**src/rtl/eth_tx_sched.sv**
```systemverilog
// eth_tx_sched: arbitrates eth_tx between ARP reply, ARP request and UDP,
// resolves the peer MAC with timed ARP retries, enforces IFG and watchdog.
module eth_tx_sched #(
  parameter int unsigned IFG_CYCLES  = 12,
  parameter int unsigned ARP_TIMEOUT = 125000000,
  parameter int unsigned ARP_RETRIES = 3,
  parameter int unsigned TX_TIMEOUT  = 4096
) (
  input  logic       aclk,
  input  logic       aresetn,
  input  logic       arp_resp_req,
  input  logic       mac_valid,
  input  logic       udp_req,
  input  logic       tx_done,
  output logic       arp_resp_ack,
  output logic       arp_tx_start,
  output logic       arp_oper,
  output logic       udp_tx_en,
  output logic       udp_tx_start,
  output logic       arp_fail,
  output logic       tx_err,
  output logic [1:0] retry_cnt
);

  typedef enum logic [2:0] {
    IDLE, ARP_RESP, ARP_RQ, UDP, GAP
  } state_t;

  typedef enum logic [1:0] {
    R_IDLE, R_WAIT, R_BACKOFF
  } rstate_t;

  localparam logic [31:0] LP_TMO   = 32'(ARP_TIMEOUT);
  localparam logic [31:0] LP_IFG_L = 32'(IFG_CYCLES - 1);
  localparam logic [31:0] LP_WD_L  = 32'(TX_TIMEOUT - 1);
  localparam logic [1:0]  LP_RET   = 2'(ARP_RETRIES);

  state_t      r_state, w_state_nx;
  logic [31:0] r_cnt, w_cnt_nx;
  logic        w_ack_nx, w_arp_st_nx, w_oper_nx;
  logic        w_en_nx, w_udp_st_nx, w_err_nx;
  logic        w_grant_rq, w_frame_end, w_rq_end;

  rstate_t     r_rstate, w_rstate_nx;
  logic        r_rq_pending, w_rqp_nx;
  logic [31:0] r_tmr, w_tmr_nx;
  logic        r_arm, w_arm_nx;
  logic [1:0]  w_retry_nx;
  logic        w_fail_nx;
  logic        w_expire;

  // r_cnt is the watchdog inside a frame and the gap counter in GAP
  always_comb begin
    w_state_nx  = r_state;
    w_cnt_nx    = r_cnt;
    w_ack_nx    = 1'b0;
    w_arp_st_nx = 1'b0;
    w_oper_nx   = arp_oper;
    w_en_nx     = udp_tx_en;
    w_udp_st_nx = 1'b0;
    w_err_nx    = 1'b0;
    w_grant_rq  = 1'b0;
    w_frame_end = 1'b0;
    unique case (r_state)
      IDLE: begin
        w_cnt_nx = '0;
        if (arp_resp_req) begin
          w_state_nx  = ARP_RESP;
          w_ack_nx    = 1'b1;
          w_arp_st_nx = 1'b1;
          w_oper_nx   = 1'b0;
        end else if (r_rq_pending && !mac_valid) begin
          w_state_nx  = ARP_RQ;
          w_arp_st_nx = 1'b1;
          w_oper_nx   = 1'b1;
          w_grant_rq  = 1'b1;
        end else if (udp_req && mac_valid) begin
          w_state_nx  = UDP;
          w_udp_st_nx = 1'b1;
          w_en_nx     = 1'b1;
        end
      end
      ARP_RESP, ARP_RQ, UDP: begin
        if (tx_done || r_cnt == LP_WD_L) begin
          w_frame_end = 1'b1;
          w_state_nx  = GAP;
          w_cnt_nx    = '0;
          w_oper_nx   = 1'b0;
          w_en_nx     = 1'b0;
          w_err_nx    = !tx_done;
        end else begin
          w_cnt_nx = r_cnt + 32'd1;
        end
      end
      GAP: begin
        if (r_cnt == LP_IFG_L) begin
          w_state_nx = IDLE;
          w_cnt_nx   = '0;
        end else begin
          w_cnt_nx = r_cnt + 32'd1;
        end
      end
      default: begin
        w_state_nx = IDLE;
        w_cnt_nx   = '0;
      end
    endcase
  end

  always_ff @(posedge aclk or negedge aresetn) begin
    if (!aresetn) begin
      r_state      <= IDLE;
      r_cnt        <= '0;
      arp_resp_ack <= 1'b0;
      arp_tx_start <= 1'b0;
      arp_oper     <= 1'b0;
      udp_tx_en    <= 1'b0;
      udp_tx_start <= 1'b0;
      tx_err       <= 1'b0;
    end else begin
      r_state      <= w_state_nx;
      r_cnt        <= w_cnt_nx;
      arp_resp_ack <= w_ack_nx;
      arp_tx_start <= w_arp_st_nx;
      arp_oper     <= w_oper_nx;
      udp_tx_en    <= w_en_nx;
      udp_tx_start <= w_udp_st_nx;
      tx_err       <= w_err_nx;
    end
  end

  assign w_rq_end = w_frame_end && (r_state == ARP_RQ);
  // the timer is only meaningful once armed; it "reaches 0" on its 1 -> 0 step
  assign w_expire = r_arm && (r_tmr == 32'd1);

  always_comb begin
    w_rstate_nx = r_rstate;
    w_rqp_nx    = r_rq_pending && !w_grant_rq;
    w_retry_nx  = retry_cnt;
    w_tmr_nx    = (r_tmr != 32'd0) ? r_tmr - 32'd1 : r_tmr;
    w_arm_nx    = r_arm;
    w_fail_nx   = 1'b0;
    unique case (r_rstate)
      R_IDLE: begin
        if (udp_req && !mac_valid) begin
          w_rstate_nx = R_WAIT;
          w_rqp_nx    = 1'b1;
          w_retry_nx  = 2'd1;
          w_arm_nx    = 1'b0;
        end
      end
      R_WAIT: begin
        if (mac_valid) begin
          w_rstate_nx = R_IDLE;
          w_rqp_nx    = 1'b0;
          w_retry_nx  = 2'd0;
          w_arm_nx    = 1'b0;
        end else if (w_rq_end) begin
          w_tmr_nx = LP_TMO;
          w_arm_nx = 1'b1;
        end else if (w_expire) begin
          w_arm_nx = 1'b0;
          if (retry_cnt < LP_RET) begin
            w_rqp_nx   = 1'b1;
            w_retry_nx = retry_cnt + 2'd1;
          end else begin
            w_fail_nx   = 1'b1;
            w_rstate_nx = R_BACKOFF;
            w_retry_nx  = 2'd0;
            w_tmr_nx    = LP_TMO;
            w_arm_nx    = 1'b1;
          end
        end
      end
      R_BACKOFF: begin
        if (w_expire) begin
          w_rstate_nx = R_IDLE;
          w_arm_nx    = 1'b0;
        end
      end
      default: begin
        w_rstate_nx = R_IDLE;
        w_arm_nx    = 1'b0;
      end
    endcase
  end

  always_ff @(posedge aclk or negedge aresetn) begin
    if (!aresetn) begin
      r_rstate     <= R_IDLE;
      r_rq_pending <= 1'b0;
      r_tmr        <= '0;
      r_arm        <= 1'b0;
      retry_cnt    <= '0;
      arp_fail     <= 1'b0;
    end else begin
      r_rstate     <= w_rstate_nx;
      r_rq_pending <= w_rqp_nx;
      r_tmr        <= w_tmr_nx;
      r_arm        <= w_arm_nx;
      retry_cnt    <= w_retry_nx;
      arp_fail     <= w_fail_nx;
    end
  end

endmodule

```
**config.mk**
```make
export PLATFORM = sky130hd
export DESIGN_NAME = eth_tx_sched
export DESIGN_NICKNAME = d
export VERILOG_FILES = /design/src/rtl/eth_tx_sched.sv
export SDC_FILE = /design/constraint.sdc
export NUM_CORES = 1
export LEC_CHECK = 0
export ABC_AREA = 1
export BUFFER_PORTS_ARGS = -buffer_cell sky130_fd_sc_hd__clkbuf_2
export CAP_MARGIN = 15
export CORE_MARGIN = 5
export CORE_UTILIZATION = 36
export CTS_CLUSTER_DIAMETER = 80
export DETAILED_ROUTE_END_ITERATION = 8
export SLEW_MARGIN = 20
export SYNTH_ARGS = -nofsm -noshare
export SYNTH_HDL_FRONTEND = slang
export SYNTH_SLANG_ARGS = --single-unit
```
**constraint.sdc**
```tcl
create_clock -name aclk -period 1.7 [get_ports aclk]
set_input_delay 0.085 -clock aclk [delete_from_list [all_inputs] [get_ports aclk]]
set_output_delay 0.085 -clock aclk [all_outputs]
set_load 0.02 [all_outputs]
```
* Word-level counts from Yosys, hierarchy flattened
Cells that the tools add are included.
Operators by class: add/subtract/negate cells 3, order comparisons 1, equality and inequality tests 22, muxes and demuxes 67, reduce and logical (&&, ||, !) cells 22
Operators by type and width (number):
- 2-to-1 mux 32 bit | 8
- one-hot mux 32 bit (2 select lines) | 1
- 2-to-1 mux 1 bit | 36
- adder 32 x 1 -> 32 bit (second input constant) | 1
- == test 32 x 1 -> 1 bit (second input constant) | 1
- == test 32 x 12 -> 1 bit (second input constant) | 1
- == test 32 x 4 -> 1 bit (second input constant) | 1
- nonzero test 32 bit | 1
- subtractor 32 x 1 -> 32 bit (second input constant) | 1
- 2-to-1 mux 2 bit | 10
- 2-to-1 mux 3 bit | 5
- != test 2 bit (second input constant) | 7
- != test 3 bit (second input constant) | 4
- AND reduction 5 bit | 2
- one-hot mux 3 bit (3 select lines) | 1
- AND reduction 3 bit | 3
- != test 4 bit (second input constant) | 2
- == test 3 x 2 -> 1 bit (second input constant) | 2
- logical AND 1 bit | 6
- one-hot mux 1 bit (2 select lines) | 3
- one-hot mux 2 bit (3 select lines) | 1
- one-hot mux 2 bit (2 select lines) | 1
- AND reduction 4 bit | 1
- nonzero test 2 bit | 2
- 12 further kinds | 14
Storage, ports and cells: flip-flop bits (word level) 80, bits of input ports 6, output and inout bits 9, logic and storage cells 129

* Longest topological paths before layout
word-level depth 12, mapped depth 13

* Least setup slack after synthesis
OpenSTA, ideal clock, no wires.
path type reg-to-reg, from reg r_tmr[0], to reg r_tmr[30], arrival 1.605 ns, required time 1.614 ns, slack 0.009 ns, cell stages (with the launch flop) 8, period minus slack after synthesis 1.691 ns, cell sequence dfrtp_1 > inv_1 > ha_1 > nand2_1 > nor3_1 > nand4_1 > xor2_1 > nor3_1
On the way: cells in the longest elaborated chain, start to end 7, elaborated cells between the ends (all ways) 10
RTL lines:
- from (decl) | RTL line 46 | logic [31:0] r_tmr, w_tmr_nx;
- from (signal assigned) | RTL line 199 | r_tmr <= w_tmr_nx;
- subtractor 32 x 1 -> 32 bit or nonzero test 32 bit (tied branches) | RTL line 140 | w_tmr_nx = (r_tmr != 32'd0) ? r_tmr - 32'd1 : r_tmr;
- 2-to-1 mux 32 bit | RTL line 140
- 2-to-1 mux 32 bit | RTL line 163 | if (retry_cnt < LP_RET) begin
- 2-to-1 mux 32 bit | RTL line 161 | end else if (w_expire) begin
- 2-to-1 mux 32 bit | RTL line 158 | end else if (w_rq_end) begin
- 2-to-1 mux 32 bit | RTL line 153 | if (mac_valid) begin
- 2-to-1 mux 32 bit (*) | RTL line 143 | unique case (r_rstate)
- named net w_tmr_nx[30] | RTL line 46
Mark *: on every way through the listed nets, which the timed path passes. The rest lies on a longest branch. A chain may end at the register's enable or synchronous reset.

* Final worst setup path
from reg r_tmr[20], to reg r_tmr[25]
The elaborated chain is that of the path after synthesis.

==> flow_metrics.tcl <==
set metrics [dict create \
    total_of_buffers_placed_on_input_and_output_ports 14 \
    antenna_found_initial 0 \
    setup_repair_after_global_routing_missed_its_margin "true" \
    n_fill_cell 1201 \
    grt_start_max_net_pins 81 \
    clock_skew_ns 0.0103 \
    cts-htree-levels 3 \
    global_route.usage.met3_pct 4.31 \
    remaining_drc_errors 0 \
    power_density_nw_per_um2 619 \
    drt-total-wl_microns 14400 \
    clkTransAtPathRegs_ns 0.06 \
    min_period_over_period_pct 103 \
    syn-cell-area_sq_um 4800 \
    power.static_leakage_nw 3.35 \
    area.growth.synth_to_final_pct 50.6 \
    clock_sinks 80 \
    hold-worst-slack_ns 0.00974 \
    synth.top_cells.by_area "sky130_fd_sc_hd__dfrtp_1 (42%), sky130_fd_sc_hd__nand2_1 (14%), sky130_fd_sc_hd__nor2_1 (9.5%)" \
    synth-warning-count 0 \
    synth_cell_types 27 \
    io-pin-count 15 \
    crit_fanout 7 \
    setup.worst_path.class "reg2reg" \
    run_status "complete, but fails checks" \
    setup_ws_ns -0.0549 \
    synth-seq-area-share_pct 41.7 \
    post_drt_via_cell_ratio 4.84 \
    vias_in_the_first_global_route 4785 \
    grt_util_all_layers_pct 17.2 \
    crit_required_ns 1.98 \
    setup_violations 43 \
    grt_pass1_wl_microns 22300 \
    detailedRoute.firstIterationViolations 329 \
    gp_routability_congestion 0.939 \
    final_layout_size_suffix_gt1_share_pct 39.6 \
    hold_path_class "in2reg" \
    cts_buffers 9 \
    rows 42 \
    die_h_microns 125 \
    global_route.usage.met1_pct 22.4 \
    clock_tree.root_cell "sky130_fd_sc_hd__clkbuf_16" \
    detailed_router_iteration_count_before_antenna_repair 6 \
    tightestPinTransition_ns 0.559 \
    grt.met2_usage_pct 28.8 \
    fmaxAchievable_mhz 570 \
    count_of_final_max_slew_check_failures 0 \
    synth_cells 672 \
    critPathArrivalTime_ns 2.03 \
    yosys_register_bits 80 \
    clock_tree_from_tritoncts "done" \
    initial_utilization_pct 36.5 \
    wire_per_inst_microns 13.9 \
    yosysTopAreaCell "sky130_fd_sc_hd__dfrtp_1" \
    final_period_minus_worst_setup_slack_ns 1.75 \
    yosysTopAreaCellShare_pct 41.7 \
    grt_busiest_layer "met2" \
    grt.overflow.total 0 \
    timing.critical_path.from_type "register" \
    insertedDiodeCount 0 \
    clkLatencyLatePin_ns 0.35 \
    fp.coreArea_sq_um 13100 \
    cts-root-to-sink-buffers 2 \
    antenna_violating_nets_post_route 0 \
    violations "setup timing" \
    timing.max_cap.violations 0 \
    timing.slew.headroom_pct 62.5 \
    synth_fp_nets 683 \
    number_of_failing_hold_endpoints_at_the_final_stage 0 \
    num_vias 5004 \
    die-area_sq_um 15700 \
    end_kind "register" \
    num-nets-final 864 \
    pre_cts_slack_ns -0.229 \
    peakVddDrop_mv 0.498 \
    place.detailed.hpwl_microns 9870 \
    syn_area_per_cell_sq_um 7.14 \
    die_w_microns 125 \
]
[registers in the layout, summed over array words and instances, names as in the netlist, 2 cells and up]
signal	cells
r_tmr	32
r_state	3
r_rstate	2
r_cnt	32
retry_cnt	2
[cell usage after synthesis (all sizes together)]
cell type,number
nand3b,1
nor3b,3
buf,7
a21oi,5
or2,5
nor4,6
nor3,29
ha,5
xor2,23
o31ai,1
o21ai,25
xnor2,15
inv,82
dfrtp,80
nand2,181
nor2,136
nand3,49
nand4,19
[per-stage QoR]
stage	setup TNS (ns)	instance area (sq um)	util [%]	power [W]	cells
global placement	-3.06	6060	46.1	0.00237	984
detailed placement	-3.81	6060	46.1	0.00239	984
global route	-7.66	7230	55.0	0.00466	1034
floorplan	0	4800	-	0.00225	672
finish	-1.13	7230	55.0	0.00448	1034
CTS	-0.524	6550	49.9	0.00452	1007
[critical path, cell delays in order, from the launching register on]
cell,delay (ns)
sky130_fd_sc_hd__dfrtp_1,0.39
sky130_fd_sc_hd__nor2_2,0.14
sky130_fd_sc_hd__nand2_1,0.13
sky130_fd_sc_hd__nor2_4,0.12
sky130_fd_sc_hd__nand2_2,0.08
sky130_fd_sc_hd__inv_2,0.09
sky130_fd_sc_hd__nand3b_4,0.10
sky130_fd_sc_hd__inv_2,0.08
sky130_fd_sc_hd__nand2_2,0.06
sky130_fd_sc_hd__nand2_4,0.09
sky130_fd_sc_hd__clkinvlp_4,0.15
sky130_fd_sc_hd__clkbuf_16,0.20
sky130_fd_sc_hd__o21ai_2,0.05
[power breakdown]
part / total (W) / switching, W / internal, W
Combinational: 0.000367 / 0.000243 / 0.000123
Clock: 0.00212 / 0.000823 / 0.00129
Sequential: 0.00200 / 0.0000445 / 0.00195
[path summary, 6_finish.rpt]
path                            cells after the start  startpoint  slack [ns]            to
worst max-delay path                               12   r_tmr[20]       -0.05     r_tmr[25]
worst min-delay path                                3     udp_req        0.01  udp_tx_start
worst max register to register                     12   r_tmr[20]       -0.05     r_tmr[25]
worst min register to register                      2       r_arm        0.50         r_arm
max in group asynchronous                           3     aresetn        1.03      r_cnt[5]
min in group asynchronous                           3     aresetn        0.29     r_cnt[18]
[what timing repair did]
action / in CTS / in global routing
gates cloned: 0 / 6
endpoints found under the hold margin: 81 / 0
setup endpoints to repair: 67 / 76
setup buffers: 5 / 21
pin swaps: 6 / 31
resized for setup: 32 / 131
hold buffers: 2 / 0
[area by class of cell]
class	instances	area [sq um]	share of cell area [%]
Clock buffer	10	229	3.17
Clock inverter	6	92.6	1.28
Inverter	82	322	4.45
Multi-Input combinational cell	503	2880	39.9
Sequential cell	80	2010	27.7
Tap cell	176	220	3.04
Timing Repair Buffer	177	1480	20.4
[logic make-up (layout without fill, tap and decap cells)]
logic type                 after synthesis  in the layout  synth area share (%)
and+or+nand+nor                        429            429                  39.0
AOI/OAI and AO/OA                       31             31                  3.28
DFF                                     80             80                  41.7
adders and majority gates                5              5                  1.30
buffers and inverters                   89            275                  7.74
xor gates and xnor gates                38             38                  6.93
[cells in the final DEF, fill, tap and decap left out, types with 3 or more instances in the layout]
cell type / n
sky130_fd_sc_hd__buf_4: 147
sky130_fd_sc_hd__nand2_1: 146
sky130_fd_sc_hd__nor2_1: 77
sky130_fd_sc_hd__dfrtp_1: 77
sky130_fd_sc_hd__inv_1: 62
sky130_fd_sc_hd__nand3_1: 45
sky130_fd_sc_hd__nor2_2: 44
sky130_fd_sc_hd__nand2_2: 27
sky130_fd_sc_hd__xor2_1: 22
sky130_fd_sc_hd__nand4_1: 19
sky130_fd_sc_hd__inv_2: 17
sky130_fd_sc_hd__nor3_1: 17
sky130_fd_sc_hd__nor2_4: 15
sky130_fd_sc_hd__xnor2_1: 15
sky130_fd_sc_hd__o21ai_0: 14
sky130_fd_sc_hd__clkbuf_16: 14
sky130_fd_sc_hd__clkbuf_2: 13
sky130_fd_sc_hd__nor3_2: 11
sky130_fd_sc_hd__nand2_4: 8
sky130_fd_sc_hd__o21ai_1: 6
sky130_fd_sc_hd__buf_12: 6
sky130_fd_sc_hd__o21ai_2: 5
sky130_fd_sc_hd__or2_2: 5
sky130_fd_sc_hd__nor4_1: 4
sky130_fd_sc_hd__a21oi_1: 4
sky130_fd_sc_hd__ha_1: 4
sky130_fd_sc_hd__buf_6: 4
sky130_fd_sc_hd__clkinvlp_4: 3
sky130_fd_sc_hd__dfrtp_2: 3
[layer usage]
layer / vias to the layer above / wire [microns]
met3: 24 / 532
met5: - / 0
met2: 99 / 7040
met4: 0 / 278
met1: 2389 / 6520
li1: 2492 / -
Note: power is estimated with default switching activity, not from simulation.
